### src/rtl/heap_pq_gen_if.sv
// Command/status bundle for heap_pq_gen: flat valid/ready command port plus
// root/occupancy status and the error pulse.
interface heap_pq_gen_if #(
  parameter int KEY_W    = 16,
  parameter int VAL_W    = 16,
  parameter int CAPACITY = 15
);
  localparam int CW = $clog2(CAPACITY + 1);

  logic             cmd_valid;
  logic [1:0]       cmd_op;
  logic [KEY_W-1:0] cmd_key;
  logic [VAL_W-1:0] cmd_val;
  logic             cmd_ready;
  logic [KEY_W-1:0] top_key;
  logic [VAL_W-1:0] top_val;
  logic             top_valid;
  logic [CW-1:0]    count;
  logic             full;
  logic             empty;
  logic             err;

  modport master (
    output cmd_valid, cmd_op, cmd_key, cmd_val,
    input  cmd_ready, top_key, top_val, top_valid, count, full, empty, err
  );

  modport slave (
    input  cmd_valid, cmd_op, cmd_key, cmd_val,
    output cmd_ready, top_key, top_val, top_valid, count, full, empty, err
  );
endinterface

### src/rtl/heap_pq_gen.sv
// Parametrised binary-heap priority queue over a single-port, synchronous-read
// array indexed 1..CAPACITY; one memory access per cycle drives the FSM timing.
module heap_pq_gen #(
  parameter int KEY_W    = 16,
  parameter int VAL_W    = 16,
  parameter int CAPACITY = 15,
  parameter int MAX_HEAP = 0
) (
  input logic          clk,
  input logic          rst_n,
  heap_pq_gen_if.slave bus
);
  localparam int CW   = $clog2(CAPACITY + 1);
  localparam int KV_W = KEY_W + VAL_W;
  localparam logic [CW-1:0] ONE   = CW'(1);
  localparam logic [CW-1:0] CAP_C = CW'(CAPACITY);
  localparam logic [1:0] OP_ENQ = 2'b01;
  localparam logic [1:0] OP_DEQ = 2'b10;
  localparam logic [1:0] OP_RPL = 2'b11;

  if (CAPACITY < 1 || ((CAPACITY & (CAPACITY + 1)) != 0)) begin : g_cap_chk
    $fatal(1, "heap_pq_gen: CAPACITY must be 2**L-1");
  end

  typedef enum logic [3:0] {
    IDLE, ENQ_WR, ENQ_RDP, ENQ_CMP, ENQ_SWP2, DEQ_RD, DEQ_WR, RPL_WR,
    HP_RDL, HP_RDR, HP_SWP, HP_SWP2
  } state_e;

  state_e            state_q, state_d;
  logic [CW-1:0]     count_q, count_d, idx_q, idx_d, m_q, m_d;
  logic [KV_W-1:0]   kv_q, kv_d, tmp_q, tmp_d;
  logic              rd_r_q, rd_r_d, err_q, err_d, ready_q, ready_d;
  logic [KEY_W-1:0]  top_key_q, top_key_d;
  logic [VAL_W-1:0]  top_val_q, top_val_d;

  logic [KV_W-1:0]   mem [CAPACITY+1];
  logic [KV_W-1:0]   mem_rdata;
  logic              mem_we, mem_re;
  logic [CW-1:0]     mem_addr;
  logic [KV_W-1:0]   mem_din;

  logic [CW:0]       left, right, cnt_ext;
  logic [CW-1:0]     m_f;
  logic [KV_W-1:0]   mkv_f;
  logic              is_full, is_empty;

  function automatic logic [KEY_W-1:0] key_of(input logic [KV_W-1:0] kv);
    return kv[KV_W-1 -: KEY_W];
  endfunction

  function automatic logic better(input logic [KEY_W-1:0] a, input logic [KEY_W-1:0] b);
    return (MAX_HEAP != 0) ? (a > b) : (a < b);
  endfunction

  assign left     = {idx_q, 1'b0};
  assign right    = {idx_q, 1'b1};
  assign cnt_ext  = {1'b0, count_q};
  assign is_full  = (count_q == CAP_C);
  assign is_empty = (count_q == '0);

  always_ff @(posedge clk) begin
    if (mem_we)      mem[mem_addr] <= mem_din;
    else if (mem_re) mem_rdata     <= mem[mem_addr];
  end

  always_comb begin
    state_d   = state_q;
    count_d   = count_q;
    idx_d     = idx_q;
    m_d       = m_q;
    kv_d      = kv_q;
    tmp_d     = tmp_q;
    rd_r_d    = rd_r_q;
    err_d     = 1'b0;
    mem_we    = 1'b0;
    mem_re    = 1'b0;
    mem_addr  = '0;
    mem_din   = kv_q;
    m_f       = m_q;
    mkv_f     = tmp_q;

    unique case (state_q)
      IDLE: begin
        if (bus.cmd_valid) begin
          unique case (bus.cmd_op)
            OP_ENQ: begin
              if (is_full) err_d = 1'b1;
              else begin
                kv_d    = {bus.cmd_key, bus.cmd_val};
                state_d = ENQ_WR;
              end
            end
            OP_DEQ: begin
              if (is_empty) err_d = 1'b1;
              else state_d = DEQ_RD;
            end
            OP_RPL: begin
              kv_d    = {bus.cmd_key, bus.cmd_val};
              state_d = is_empty ? ENQ_WR : RPL_WR;
            end
            default: ;
          endcase
        end
      end
      ENQ_WR: begin
        count_d  = count_q + ONE;
        idx_d    = count_q + ONE;
        mem_we   = 1'b1;
        mem_addr = count_q + ONE;
        state_d  = (count_q == '0) ? IDLE : ENQ_RDP;
      end
      ENQ_RDP: begin
        mem_re   = 1'b1;
        mem_addr = idx_q >> 1;
        state_d  = ENQ_CMP;
      end
      ENQ_CMP: begin
        if (better(key_of(kv_q), key_of(mem_rdata))) begin
          mem_we   = 1'b1;
          mem_addr = idx_q >> 1;
          tmp_d    = mem_rdata;
          state_d  = ENQ_SWP2;
        end else begin
          state_d  = IDLE;
        end
      end
      ENQ_SWP2: begin
        mem_we   = 1'b1;
        mem_addr = idx_q;
        mem_din  = tmp_q;
        idx_d    = idx_q >> 1;
        state_d  = ((idx_q >> 1) == ONE) ? IDLE : ENQ_RDP;
      end
      DEQ_RD: begin
        mem_re   = 1'b1;
        mem_addr = count_q;
        count_d  = count_q - ONE;
        state_d  = DEQ_WR;
      end
      DEQ_WR: begin
        if (count_q == '0) begin
          state_d  = IDLE;
        end else begin
          mem_we   = 1'b1;
          mem_addr = ONE;
          mem_din  = mem_rdata;
          kv_d     = mem_rdata;
          idx_d    = ONE;
          state_d  = HP_RDL;
        end
      end
      RPL_WR: begin
        mem_we   = 1'b1;
        mem_addr = ONE;
        idx_d    = ONE;
        state_d  = HP_RDL;
      end
      HP_RDL: begin
        if (left > cnt_ext) state_d = IDLE;
        else begin
          mem_re   = 1'b1;
          mem_addr = left[CW-1:0];
          state_d  = HP_RDR;
        end
      end
      // tmp holds the best candidate seen so far, m its index
      HP_RDR: begin
        if (better(key_of(mem_rdata), key_of(kv_q))) begin
          m_d   = left[CW-1:0];
          tmp_d = mem_rdata;
        end else begin
          m_d   = idx_q;
          tmp_d = kv_q;
        end
        rd_r_d = (right <= cnt_ext);
        if (right <= cnt_ext) begin
          mem_re   = 1'b1;
          mem_addr = right[CW-1:0];
        end
        state_d = HP_SWP;
      end
      HP_SWP: begin
        if (rd_r_q && better(key_of(mem_rdata), key_of(tmp_q))) begin
          m_f   = right[CW-1:0];
          mkv_f = mem_rdata;
        end
        if (m_f == idx_q) state_d = IDLE;
        else begin
          mem_we   = 1'b1;
          mem_addr = idx_q;
          mem_din  = mkv_f;
          m_d      = m_f;
          state_d  = HP_SWP2;
        end
      end
      HP_SWP2: begin
        mem_we   = 1'b1;
        mem_addr = m_q;
        idx_d    = m_q;
        state_d  = HP_RDL;
      end
      default: state_d = IDLE;
    endcase

    top_key_d = top_key_q;
    top_val_d = top_val_q;
    if (mem_we && mem_addr == ONE) {top_key_d, top_val_d} = mem_din;
    ready_d = (state_d == IDLE);
  end

  always_ff @(posedge clk or negedge rst_n) begin
    if (!rst_n) begin
      state_q   <= IDLE;
      count_q   <= '0;
      idx_q     <= '0;
      m_q       <= '0;
      kv_q      <= '0;
      tmp_q     <= '0;
      rd_r_q    <= 1'b0;
      err_q     <= 1'b0;
      ready_q   <= 1'b1;
      top_key_q <= '0;
      top_val_q <= '0;
    end else begin
      state_q   <= state_d;
      count_q   <= count_d;
      idx_q     <= idx_d;
      m_q       <= m_d;
      kv_q      <= kv_d;
      tmp_q     <= tmp_d;
      rd_r_q    <= rd_r_d;
      err_q     <= err_d;
      ready_q   <= ready_d;
      top_key_q <= top_key_d;
      top_val_q <= top_val_d;
    end
  end

  assign bus.cmd_ready = ready_q;
  assign bus.top_key   = top_key_q;
  assign bus.top_val   = top_val_q;
  assign bus.top_valid = !is_empty;
  assign bus.count     = count_q;
  assign bus.full      = is_full;
  assign bus.empty     = is_empty;
  assign bus.err       = err_q;
endmodule

### src/flat_wrapper.sv
// flat-port wrapper written by rule: the top's interface ports become plain ports
module heap_pq_gen_flat 
#(
  parameter int KEY_W    = 16,
  parameter int VAL_W    = 16,
  parameter int CAPACITY = 15,
  parameter int MAX_HEAP = 0
)
  (clk, rst_n, bus_cmd_valid, bus_cmd_op, bus_cmd_key, bus_cmd_val, bus_cmd_ready, bus_top_key, bus_top_val, bus_top_valid, bus_count, bus_full, bus_empty, bus_err);
  heap_pq_gen_if #(.KEY_W(KEY_W), .VAL_W(VAL_W), .CAPACITY(CAPACITY)) bus_i ();
  input logic clk;
  input logic rst_n;
  input wire logic [$bits(bus_i.cmd_valid)-1:0] bus_cmd_valid;
  input wire logic [$bits(bus_i.cmd_op)-1:0] bus_cmd_op;
  input wire logic [$bits(bus_i.cmd_key)-1:0] bus_cmd_key;
  input wire logic [$bits(bus_i.cmd_val)-1:0] bus_cmd_val;
  output wire logic [$bits(bus_i.cmd_ready)-1:0] bus_cmd_ready;
  output wire logic [$bits(bus_i.top_key)-1:0] bus_top_key;
  output wire logic [$bits(bus_i.top_val)-1:0] bus_top_val;
  output wire logic [$bits(bus_i.top_valid)-1:0] bus_top_valid;
  output wire logic [$bits(bus_i.count)-1:0] bus_count;
  output wire logic [$bits(bus_i.full)-1:0] bus_full;
  output wire logic [$bits(bus_i.empty)-1:0] bus_empty;
  output wire logic [$bits(bus_i.err)-1:0] bus_err;
  assign bus_i.cmd_valid = bus_cmd_valid;
  assign bus_i.cmd_op = bus_cmd_op;
  assign bus_i.cmd_key = bus_cmd_key;
  assign bus_i.cmd_val = bus_cmd_val;
  assign bus_cmd_ready = bus_i.cmd_ready;
  assign bus_top_key = bus_i.top_key;
  assign bus_top_val = bus_i.top_val;
  assign bus_top_valid = bus_i.top_valid;
  assign bus_count = bus_i.count;
  assign bus_full = bus_i.full;
  assign bus_empty = bus_i.empty;
  assign bus_err = bus_i.err;
  heap_pq_gen #(.KEY_W(KEY_W), .VAL_W(VAL_W), .CAPACITY(CAPACITY), .MAX_HEAP(MAX_HEAP)) u_core (.clk(clk), .rst_n(rst_n), .bus(bus_i));
endmodule
### config.mk
export PLATFORM = sky130hd
export DESIGN_NAME = heap_pq_gen_flat
export DESIGN_NICKNAME = d
export VERILOG_FILES = /design/src/rtl/heap_pq_gen_if.sv /design/src/rtl/heap_pq_gen.sv /design/src/flat_wrapper.sv
export SDC_FILE = /design/constraint.sdc
export NUM_CORES = 1
export LEC_CHECK = 0
export CAP_MARGIN = 25
export CORE_ASPECT_RATIO = 0.7
export CORE_MARGIN = 4
export CORE_UTILIZATION = 30
export CTS_CLUSTER_SIZE = 14
export DETAILED_ROUTE_END_ITERATION = 16
export HOLD_SLACK_MARGIN = 0.03
export MAX_ROUTING_LAYER = met4
export PLACE_DENSITY = 0.56
export RECOVER_POWER = 50
export REMOVE_ABC_BUFFERS = 1
export SLEW_MARGIN = 30
export SYNTH_ARGS = -nofsm -noshare
export SYNTH_HDL_FRONTEND = slang
export SYNTH_SLANG_ARGS = --single-unit
### constraint.sdc
create_clock -name clk -period 6.5 [get_ports clk]
set_input_delay 0.65 -clock clk [delete_from_list [all_inputs] [get_ports clk]]
set_output_delay 0.65 -clock clk [all_outputs]
set_load 0.02 [all_outputs]
Word-level counts from Yosys, hierarchy flattened
Memory sizes are Yosys's and may differ from the RTL's. A register that Yosys moved wholly into a read port is not among the register bits.
Index checks and enable logic that the tools add are counted.
{"block": "classes", "n_addsub": 2, "n_lt_le_gt_ge": 5, "n_eq_ne": 24, "n_mux": 51, "n_bitwise": 1, "reduce_logical": 19}
{"operator": "2-to-1 mux 32 bit", "n": 7}
{"operator": "case mux 32 bit (2 select lines)", "n": 3}
{"operator": "case mux 32 bit (3 select lines)", "n": 1}
{"operator": "case mux 4 bit (11 select lines)", "n": 2}
{"operator": "2-to-1 mux 4 bit", "n": 14}
{"operator": "< comparator 16 bit", "n": 3}
{"operator": "== test 4 bit (second input constant)", "n": 5}
{"operator": "case mux 4 bit (5 select lines)", "n": 1}
{"operator": "== test 4 x 3 -> 1 bit (second input constant)", "n": 4}
{"operator": "case mux 4 bit (2 select lines)", "n": 2}
{"operator": "zero test 4 bit", "n": 3}
{"operator": "2-to-1 mux 1 bit", "n": 12}
{"operator": "case mux 4 bit (3 select lines)", "n": 1}
{"operator": "2-to-1 mux 3 bit", "n": 3}
{"operator": "== test 4 x 1 -> 1 bit (second input constant)", "n": 2}
{"operator": "== test 4 x 2 -> 1 bit (second input constant)", "n": 2}
{"operator": "AND reduction 2 bit", "n": 4}
{"operator": "nonzero test 2 bit", "n": 4}
{"operator": "!= test 2 bit (second input constant)", "n": 3}
{"operator": "!= test 3 bit (second input constant)", "n": 2}
{"operator": "greater-than comparator 5 x 4 -> 1 bit", "n": 1}
{"operator": "less-or-equal comparator 5 x 4 -> 1 bit", "n": 1}
{"operator": "nonzero test 5 bit", "n": 1}
{"operator": "adder 4 x 1 -> 4 bit (second input constant)", "n": 1}
{"operator": "other kinds (16)", "n": 20}
{"block": "word_totals", "register_bits": 115, "mem_bits_rw": 512, "input_bits": 37, "output_inout_bits": 41, "wordCells": 114, "mem_count": 1}
{"name": "u_core.mem", "words": 16, "word_bits": 32, "read_ports": 1, "rd_ports_with_merged_regs": 1, "write_ports": 1, "line": "heap_pq_gen.sv:37", "text": "logic [KV_W-1:0] mem [CAPACITY+1];"}

Depth between registers and ports, before layout
{"block": "depth", "ltp_word": 9, "depth_mapped": 14, "ltp_nobuf": 12}

Worst setup path after synthesis
Ideal clock, no wire load.
{"block": "synth_timing", "path_type": "register to register", "startpoint": "reg u_core.count_q[0], in the netlist u_core.bus.count[0]", "endpoint": "mem u_core.mem[10][0] (netlist name), enable pin", "arrival_time_ns": 4.320, "setup_slack_ns": 1.759, "stages_incl_launch_ff": 14, "path_cell_list": "dfrtp_1 inv_1 ha_1 nand3_2 inv_1 o22ai_1 a211oi_1 nand2_1 or2_2 a221oi_1 clkbuf_1 buf_2 nand2_1 nor2_1"}
{"block": "synth_between", "elab_chain_cells": 5, "word_cells_on_any_way": 12, "classes_between": "add/sub (1); order compare (2); mux (8); reduce/logical (1)"}
{"item": "start: declaration", "line": "heap_pq_gen.sv:31", "text": "logic [CW-1:0] count_q, count_d, idx_q, idx_d, m_q, m_d;"}
{"item": "start signal: assignment", "line": "heap_pq_gen.sv:227", "text": "count_q <= count_d;"}
{"item": "zero test 4 bit (*)"}
{"item": "named net bus_empty", "line": "flat_wrapper.sv:23", "text": "output wire logic [$bits(bus_i.empty)-1:0] bus_empty;"}
{"item": "2-to-1 mux 1 bit", "line": "heap_pq_gen.sv:142", "text": "if (count_q == '0) begin"}
{"item": "case mux 1 bit (4 select lines)", "line": "heap_pq_gen.sv:83", "text": "unique case (state_q)"}
{"item": "2-to-1 mux 1 bit", "line": "heap_pq_gen.sv:63", "text": "if (mem_we) mem[mem_addr] <= mem_din;"}
{"item": "2-to-1 mux 1 bit (implied by the code)", "line": "heap_pq_gen.sv:63"}
{"item": "end: declaration", "line": "heap_pq_gen.sv:37"}
Mark *: on every way through the listed nets, which the timed path passes. The rest lies on a longest branch.

Worst setup path in the final report
{"block": "layout_timing", "startpoint": "reg u_core.mem_rdata[31], read port of u_core.mem", "endpoint": "mem u_core.mem[8][3] (netlist name), enable pin"}
{"block": "layout_between", "elab_chain_cells": 9, "word_cells_on_any_way": 14, "classes_between": "order compare (2); eq/ne (1); mux (10); reduce/logical (1)"}
{"item": "start: declaration", "line": "heap_pq_gen.sv:38", "text": "logic [KV_W-1:0] mem_rdata;"}
{"item": "< comparator 16 bit", "line": "heap_pq_gen.sv:53", "text": "return (MAX_HEAP != 0) ? (a > b) : (a < b);"}
{"item": "logical AND 1 bit", "line": "heap_pq_gen.sv:184", "text": "if (rd_r_q && better(key_of(mem_rdata), key_of(tmp_q))) begin"}
{"item": "2-to-1 mux 4 bit", "line": "heap_pq_gen.sv:184"}
{"item": "2-to-1 mux 4 bit", "line": "heap_pq_gen.sv:83"}
{"item": "== test 4 bit", "line": "heap_pq_gen.sv:188", "text": "if (m_f == idx_q) state_d = IDLE;"}
{"item": "2-to-1 mux 1 bit", "line": "heap_pq_gen.sv:188"}
{"item": "case mux 1 bit (4 select lines)", "line": "heap_pq_gen.sv:83"}
{"item": "2-to-1 mux 1 bit", "line": "heap_pq_gen.sv:63"}
{"item": "2-to-1 mux 1 bit (implied by the code)", "line": "heap_pq_gen.sv:63"}
Several ways; a longest one is shown, not always the timed one. The select of a mux whose other input is x is not followed.

==> summary by stage <==
STA
The worst setup margin is 0.829 ns. The hold violation total from the final report is 0. The time the final worst path needs with I/O delays and setup is between 5 and 6 ns. The number of slew-limit violations in the final report is 218. Setup violations remaining at the end of the flow were counted as 0. Based on the critical path, the design can be clocked at up to between 0.15 and 0.2 GHz.

The worst slew margin relative to its limit is -155%. The worst clock skew is 0.0271 ns. Setup repair after global routing left no endpoint under its margin. The period utilization is 87.2%.

For the pin with the worst max-slew slack, the measured transition is 3.82 ns.

Placed design
The HPWL after detailed placement is 46.4 mm. Prior to clock tree synthesis, the placed netlist has a worst setup slack of about 1.3 ns. The count of buffers inserted at the top-level ports is between 70 and 80. The routability congestion estimate is 0.864.

Die
In this run the vertical extent of the chip is 258 um. After floorplanning, the core was divided into 91 placement rows. For this design the top-level I/O count stands at 78. The region available for standard cell placement spans 0.0882 mm2. The horizontal extent of the die is between 300 and 400 um. The die covers approximately 0.094 mm2.

For this configuration, the core starts out at a cell density of slightly above 30%.

CTS
The TritonCTS clock tree is done. Clock-pin slew was measured on the worst setup and hold paths at ~0.060 ns. The maximum number of buffers from clock root to sink is 3. The CTS H-tree depth is 3.

For the worst-skew pair, the clock arrives at the later sink with an insertion delay of 0.62 ns. Counting every sink on the clock net gives 659. The clock buffer count from CTS is 67. The tree is rooted in a sky130_fd_sc_hd__clkbuf_16. The number of gates resized after CTS was 0. Post-CTS timing repair inserted 0 buffers for setup.

Yosys
Among all flip-flop cells after synthesis, the most frequent one is sky130_fd_sc_hd__edfxtp_1. The average footprint of a synthesized cell is between 10 and 15 um2. Sorting the synthesized cells by area gives the leading types as sky130_fd_sc_hd__edfxtp_1 (61%), sky130_fd_sc_hd__dfrtp_1 (11%), sky130_fd_sc_hd__a32oi_1 (4.2%). The mapped netlist covers roughly 0.027 mm2.

The fraction of the yosys area taken by sequential cells is 71.9%. The count of unique library cells instantiated by Yosys is 64. The proportion of register bits with asynchronous set or reset after synthesis is 17.5%. The cell count after synthesis is approximately 1800. The cell type with the highest aggregate area in the netlist is sky130_fd_sc_hd__edfxtp_1.

The Yosys step of the flow raised 0 warnings. The share of the synthesized area in the top cell type is 61.1%. The number of synthesized register bits is 659. Counting flops with a built-in enable in the synthesized netlist gives 544.

Detailed routing
The number of nets with antenna violations after routing is 0. The total wirelength of the detailed-routed design is 82.0 mm. After detailed routing, the average wire length per cell comes to 26.3 um. The via count is 17400. After detailed routing, the number of vias per cell comes to 5.59. The DRC violation count after routing is 0. For this run, the detailed router's first-pass iteration total came to 5. The number of DRC markers after the initial detailed-route iteration is 2274.

Global routing
The largest net degree at the start of global routing is about 130. The first-pass GRT wire length is about 120 mm. The combined global-route utilization of all metal layers is 17.5%. The total overflow reported by the global router is 0.

The number of antenna violations at the first check in global routing was 5. The number of global-route vias before repair is ~17000.

Critical path
The category of the worst setup path launch point is a flip-flop. The required time of the critical path is 6.80 ns. The kind of end point of the critical path is a flip-flop. Along the worst path, the maximum fanout reaches 36. Setup slack on the worst reg-to-reg path comes out at 0.83 ns. The critical path is of the reg -> reg type. The depth of the worst register-to-register path is 10.

STA puts the critical path data arrival time at 5.97 ns.

Outcome
The checks that failed: capacitance limit, slew limit. The run finished, with violations left.

Hold path
The instance count along the most critical hold path is 1. The tightest min-delay check is of the reg -> reg type.

Flow run
The total of max-cap violations is 7.

Cells and area
Relative to the synthesized area, the layout overhead comes to 16.7%. At the end of the flow, the number of nets in the layout was 1981. The share of post-route cells with drive strength above 1 is 10.5%.
layer usage:
metal / vias to the layer above / track usage [%] / share of wire [%] / routed length (um)
met4: 0 / 4.50 / 2.2 / 1800
met2: 840 / 24.9 / 44 / 36000
met5: - / - / 0 / 0
li1: 7535 / - / - / -
met3: 117 / 4.18 / 8.9 / 7280
met1: 8947 / 25.1 / 45 / 36900
repair_timing:
| item | CTS | global route |
|---|---|---|
| endpoints found under the hold margin | 6 | 0 |
| hold buffers | 1 | 0 |
| setup endpoints to repair | 0 | 0 |
worst max-delay path: stages (launching register included):
cell and delay, ns:
sky130_fd_sc_hd__edfxtp_1 0.47, sky130_fd_sc_hd__ha_1 0.35, sky130_fd_sc_hd__nand2_1 0.09, sky130_fd_sc_hd__nor4_1 0.37
sky130_fd_sc_hd__a31oi_1 0.24, sky130_fd_sc_hd__and2_0 0.28, sky130_fd_sc_hd__o211ai_1 0.98, sky130_fd_sc_hd__o221ai_1 0.38
sky130_fd_sc_hd__nand2b_4 0.54, sky130_fd_sc_hd__nor2_1 1.36, sky130_fd_sc_hd__buf_16 0.26
through the flow:
step	utilization, %	TNS [ns]	area [um2]	std cells	hold WS (ns)
after floorplan	-	-850.67	26100	1708	0.354
after global placement	32.9	0	29000	2990	0.491
after detailed placement	33.0	0	29100	2995	0.494
after CTS	35.5	0	31300	3117	0.508
after global routing	35.4	0	31200	3118	0.517
final	35.4	0	31200	3118	0.495
sequential cells by signal, indices dropped and copies added (netlist names):
signal	cells
u_core.bus.err	1
u_core.bus.top_key	16
u_core.rd_r_q	1
u_core.kv_q	32
u_core.tmp_q	32
u_core.idx_q	4
u_core.m_q	4
u_core.mem_rdata	32
u_core.mem	512
u_core.bus.top_val	16
u_core.state_q	4
u_core.bus.cmd_ready	1
u_core.bus.count	4
placed cells by master (no fill, tap or decap), types with 5 or more instances in the layout:
cell type	n
sky130_fd_sc_hd__a21oi_1	185
sky130_fd_sc_hd__a221o_1	32
sky130_fd_sc_hd__a22oi_1	130
sky130_fd_sc_hd__a32oi_1	128
sky130_fd_sc_hd__buf_12	5
sky130_fd_sc_hd__buf_16	5
sky130_fd_sc_hd__buf_4	30
sky130_fd_sc_hd__clkbuf_1	24
sky130_fd_sc_hd__clkbuf_16	67
sky130_fd_sc_hd__clkbuf_8	7
sky130_fd_sc_hd__clkdlybuf4s50_1	35
sky130_fd_sc_hd__clkinv_1	7
sky130_fd_sc_hd__clkinv_2	7
sky130_fd_sc_hd__dfrtp_1	114
sky130_fd_sc_hd__dlygate4sd3_1	42
sky130_fd_sc_hd__edfxtp_1	544
sky130_fd_sc_hd__ha_1	41
sky130_fd_sc_hd__inv_1	47
sky130_fd_sc_hd__mux2_2	34
sky130_fd_sc_hd__nand2_1	41
sky130_fd_sc_hd__nand2b_1	8
sky130_fd_sc_hd__nand3_1	12
sky130_fd_sc_hd__nand4_1	10
sky130_fd_sc_hd__nor2_1	134
sky130_fd_sc_hd__nor2_4	16
sky130_fd_sc_hd__nor2b_1	21
sky130_fd_sc_hd__nor3_1	5
sky130_fd_sc_hd__o2111ai_1	5
sky130_fd_sc_hd__o21ai_0	20
sky130_fd_sc_hd__o22ai_1	68
sky130_fd_sc_hd__or4_1	33
sky130_fd_sc_hd__xnor2_1	10
layout make-up:
type                       count  area (um2)
fill                        8362       57000
sequential                   659       19200
multi-input combinational   1002        6940
clock buffer                  92        1840
tap                         1162        1450
timing repair buffer         126        1270
clock inverter                29         302
inverter                      47         176
antenna                        1        2.50
worst paths after layout:
kind,start,to
setup / recovery,u_core.mem_rdata[31],u_core.mem[8][3]
hold / removal,u_core.bus.top_val[0],u_core.bus.top_val[0]
setup reg to reg,u_core.mem_rdata[31],u_core.mem[8][3]
hold reg to reg,u_core.bus.top_val[0],u_core.bus.top_val[0]
max in group asynchronous,rst_n,u_core.kv_q[17]
min in group asynchronous,rst_n,u_core.bus.top_key[8]
cells in the mapped netlist, types with 2 or more instances:
| master | n |
|---|---|
| sky130_fd_sc_hd__a2111o_1 | 2 |
| sky130_fd_sc_hd__a211o_1 | 4 |
| sky130_fd_sc_hd__a211oi_1 | 4 |
| sky130_fd_sc_hd__a21oi_1 | 186 |
| sky130_fd_sc_hd__a221o_1 | 32 |
| sky130_fd_sc_hd__a221oi_1 | 3 |
| sky130_fd_sc_hd__a22oi_1 | 130 |
| sky130_fd_sc_hd__a31oi_1 | 4 |
| sky130_fd_sc_hd__a32oi_1 | 128 |
| sky130_fd_sc_hd__and2_1 | 3 |
| sky130_fd_sc_hd__and3_1 | 2 |
| sky130_fd_sc_hd__buf_1 | 8 |
| sky130_fd_sc_hd__buf_2 | 41 |
| sky130_fd_sc_hd__buf_4 | 4 |
| sky130_fd_sc_hd__buf_6 | 3 |
| sky130_fd_sc_hd__clkbuf_1 | 77 |
| sky130_fd_sc_hd__dfrtp_1 | 114 |
| sky130_fd_sc_hd__edfxtp_1 | 544 |
| sky130_fd_sc_hd__ha_1 | 41 |
| sky130_fd_sc_hd__inv_1 | 47 |
| sky130_fd_sc_hd__mux2_2 | 34 |
| sky130_fd_sc_hd__nand2_1 | 43 |
| sky130_fd_sc_hd__nand2b_1 | 10 |
| sky130_fd_sc_hd__nand3_1 | 11 |
| sky130_fd_sc_hd__nand3b_1 | 3 |
| sky130_fd_sc_hd__nand4_1 | 10 |
| sky130_fd_sc_hd__nor2_1 | 149 |
| sky130_fd_sc_hd__nor2b_1 | 21 |
| sky130_fd_sc_hd__nor3_1 | 5 |
| sky130_fd_sc_hd__nor4_1 | 4 |
| sky130_fd_sc_hd__o2111ai_1 | 5 |
| sky130_fd_sc_hd__o211a_1 | 2 |
| sky130_fd_sc_hd__o211ai_1 | 3 |
| sky130_fd_sc_hd__o21ai_0 | 18 |
| sky130_fd_sc_hd__o21ai_1 | 2 |
| sky130_fd_sc_hd__o221ai_1 | 2 |
| sky130_fd_sc_hd__o22ai_1 | 69 |
| sky130_fd_sc_hd__o2bb2ai_1 | 2 |
| sky130_fd_sc_hd__o31ai_1 | 3 |
| sky130_fd_sc_hd__or3_1 | 2 |
| sky130_fd_sc_hd__or4_1 | 33 |
| sky130_fd_sc_hd__xnor2_1 | 10 |
| sky130_fd_sc_hd__xor2_1 | 2 |
cell families after synthesis:
group / count (synthesis) / synth area share [%]
XOR/XNOR: 12 / 0.393
adder cells (fa/ha/maj): 41 / 1.92
AND/OR/NAND/NOR: 302 / 5.40
buffers and inverters: 180 / 2.86
multiplexers: 34 / 1.43
AO/OA/AOI/OAI: 613 / 16.1
flip-flops: 659 / 71.9
Power is not shown: default switching activity piles up to over one toggle a cycle in this logic, so the estimate is an artifact.
==> patch, RTL diff (same settings) <==
`KEY_W` is set to 16 in 3 places; all go to 14.
--- a/src/rtl/heap_pq_gen_if.sv
+++ b/src/rtl/heap_pq_gen_if.sv
@@ -2,5 +2,5 @@
 // root/occupancy status and the error pulse.
 interface heap_pq_gen_if #(
-  parameter int KEY_W    = 16,
+  parameter int KEY_W    = 14,
   parameter int VAL_W    = 16,
   parameter int CAPACITY = 15
--- a/src/rtl/heap_pq_gen.sv
+++ b/src/rtl/heap_pq_gen.sv
@@ -2,5 +2,5 @@
 // array indexed 1..CAPACITY; one memory access per cycle drives the FSM timing.
 module heap_pq_gen #(
-  parameter int KEY_W    = 16,
+  parameter int KEY_W    = 14,
   parameter int VAL_W    = 16,
   parameter int CAPACITY = 15,
--- a/src/flat_wrapper.sv
+++ b/src/flat_wrapper.sv
@@ -2,5 +2,5 @@
 module heap_pq_gen_flat 
 #(
-  parameter int KEY_W    = 16,
+  parameter int KEY_W    = 14,
   parameter int VAL_W    = 16,
   parameter int CAPACITY = 15,
Interface: changed (resized bus_cmd_key and bus_top_key); port bits go from 78 to 74. No check against the original RTL was run, so the function may have changed too.
==> patch against the original RTL <==
  * The flow still finishes with violations (max-capacitance violations, max-slew violations)
  * First-iteration DRC count decreased by 3.1%
  * Sequential share of layout area is 3.3 points lower
  * Sequential cell count is 40 lower
  * Non-clock buffer count is 1 lower
  * Routed wire length rose by 3.5%
  * Count of clock-buffer cells in the layout down 2
  * Area after synthesis increased by 0.22%
  * Design area decreased by 0.79%
  * Setup slack gained 0.14 ns
  * Highest routed layer unchanged
==> patch: results (changes against the original RTL) <==
The maximum clock frequency came out at 181 MHz (was 176 MHz). The met2 capacity usage during global routing is 0.272 (was 0.249). The max-slew violation count came out at 223 (was 218). The post-synthesis sequential area ratio came to 0.674 (was 0.719). The number of buffers inserted during clock tree synthesis came out at 60 (was 67). The minimum setup slack among reg-to-reg paths came out at 0.97 ns (was 0.83 ns). The wire length of the first global-routing pass came out at 124 mm (was 119 mm). The last weighted congestion value of the routability-driven placer came to 0.868 (was 0.864). The mux contribution to synthesized area came out at 0.0183 (was 0.0143). The average wire length per cell after detail routing is 25.6 um (was 26.3 um).

The share of final-layout standard cells stronger than drive strength 1 came out at 0.0912 (was 0.105). The worst reg-to-reg path cell count came out at 11 (was 10). The xor/xnor share of the synthesized area came out at 0.00360 (was 0.00393). The combined global-route utilization of all metal layers is 0.181 (was 0.175). The cell total after placement was 3197 (was 2995). The max-cap check violation count is 6 (was 7). The actual slew at the worst max-slew pin was 3.54 ns (was 3.82 ns). The slowest library cell on the worst path is sky130_fd_sc_hd__clkbuf_1 (was sky130_fd_sc_hd__nor2_1). The maximum number of pins on one net before global-route repair came out at 121 (was 129).

The count of flip-flops with a built-in enable after synthesis is 510 (was 544). The net count reported at finish came out at 2170 (was 1981). The instance area after placement came out at 29000 sq um (was 29100 sq um). The startpoint of the worst register-to-register path is u_core.mem_rdata[26]$_DFFE_PP_ (was u_core.mem_rdata[31]$_DFFE_PP_). The placement-stage worst setup slack came out at 1.30 ns (was 1.34 ns). The post-route non-filler standard cell count is 3311 (was 3118). Violated checks: max-capacitance violations, max-slew violations (unchanged). The wire length on met1 came out at 37.1 mm (was 36.9 mm). The routed wire length on met3 was 7.44 mm (was 7.28 mm). The number of H-tree branching levels came out at 2 (was 3). Run status: finished, violations left (unchanged). The global routing met1 resource utilization is 0.252 (was 0.251). Most frequent cells after synthesis: sky130_fd_sc_hd__edfxtp_1, sky130_fd_sc_hd__o21ai_0, sky130_fd_sc_hd__inv_1 (was sky130_fd_sc_hd__edfxtp_1, sky130_fd_sc_hd__a21oi_1, sky130_fd_sc_hd__nor2_1). The vias per cell is 5.62 (was 5.59).

The detailed-router iteration count before antenna repair is 7 (was 5). Main area contributors after synthesis: sky130_fd_sc_hd__edfxtp_1, sky130_fd_sc_hd__dfrtp_1, sky130_fd_sc_hd__o21ai_0 (was sky130_fd_sc_hd__edfxtp_1, sky130_fd_sc_hd__dfrtp_1, sky130_fd_sc_hd__a32oi_1). The kind of cell with the highest combined delay on the critical path is compound AO/OA/AOI/OAI gates (was simple AND/OR/NAND/NOR gates). The via count of the first global-routing pass was 18.6k (was 17.2k). The adder-cell share of the synthesized area is 0.0173 (was 0.0192). The hold-critical path endpoint is u_core.bus.top_key[8]$_DFFE_PN0P_ (was u_core.bus.top_val[0]$_DFFE_PN0P_). The met3 demand-to-capacity share in global routing came to 0.0289 (was 0.0418). The largest driver fanout on the critical path came out at 15 (was 36).
==> patch: changes by cell type after synthesis, moves of 31 or more <==
cell	unedited run	this run
sky130_fd_sc_hd__edfxtp_1	544	510
sky130_fd_sc_hd__a32oi_1	128	0
sky130_fd_sc_hd__o32a_1	0	91
sky130_fd_sc_hd__o21ai_0	18	194
sky130_fd_sc_hd__a31oi_1	4	98
sky130_fd_sc_hd__or4_1	33	1
sky130_fd_sc_hd__a22oi_1	130	0
sky130_fd_sc_hd__nand2_1	43	149
sky130_fd_sc_hd__clkbuf_1	77	130
sky130_fd_sc_hd__inv_1	47	165
sky130_fd_sc_hd__a21oi_1	186	51
sky130_fd_sc_hd__mux2_2	34	3
==> patch: area by class of cell <==
class,count,area (sq um)
clock inverter,23,265
multi-input combinational,1127,7640
inverter,165,619
fill,8503,57400
sequential,619,18000
clock buffer,90,1740
timing repair buffer,125,1190
tap,1162,1450
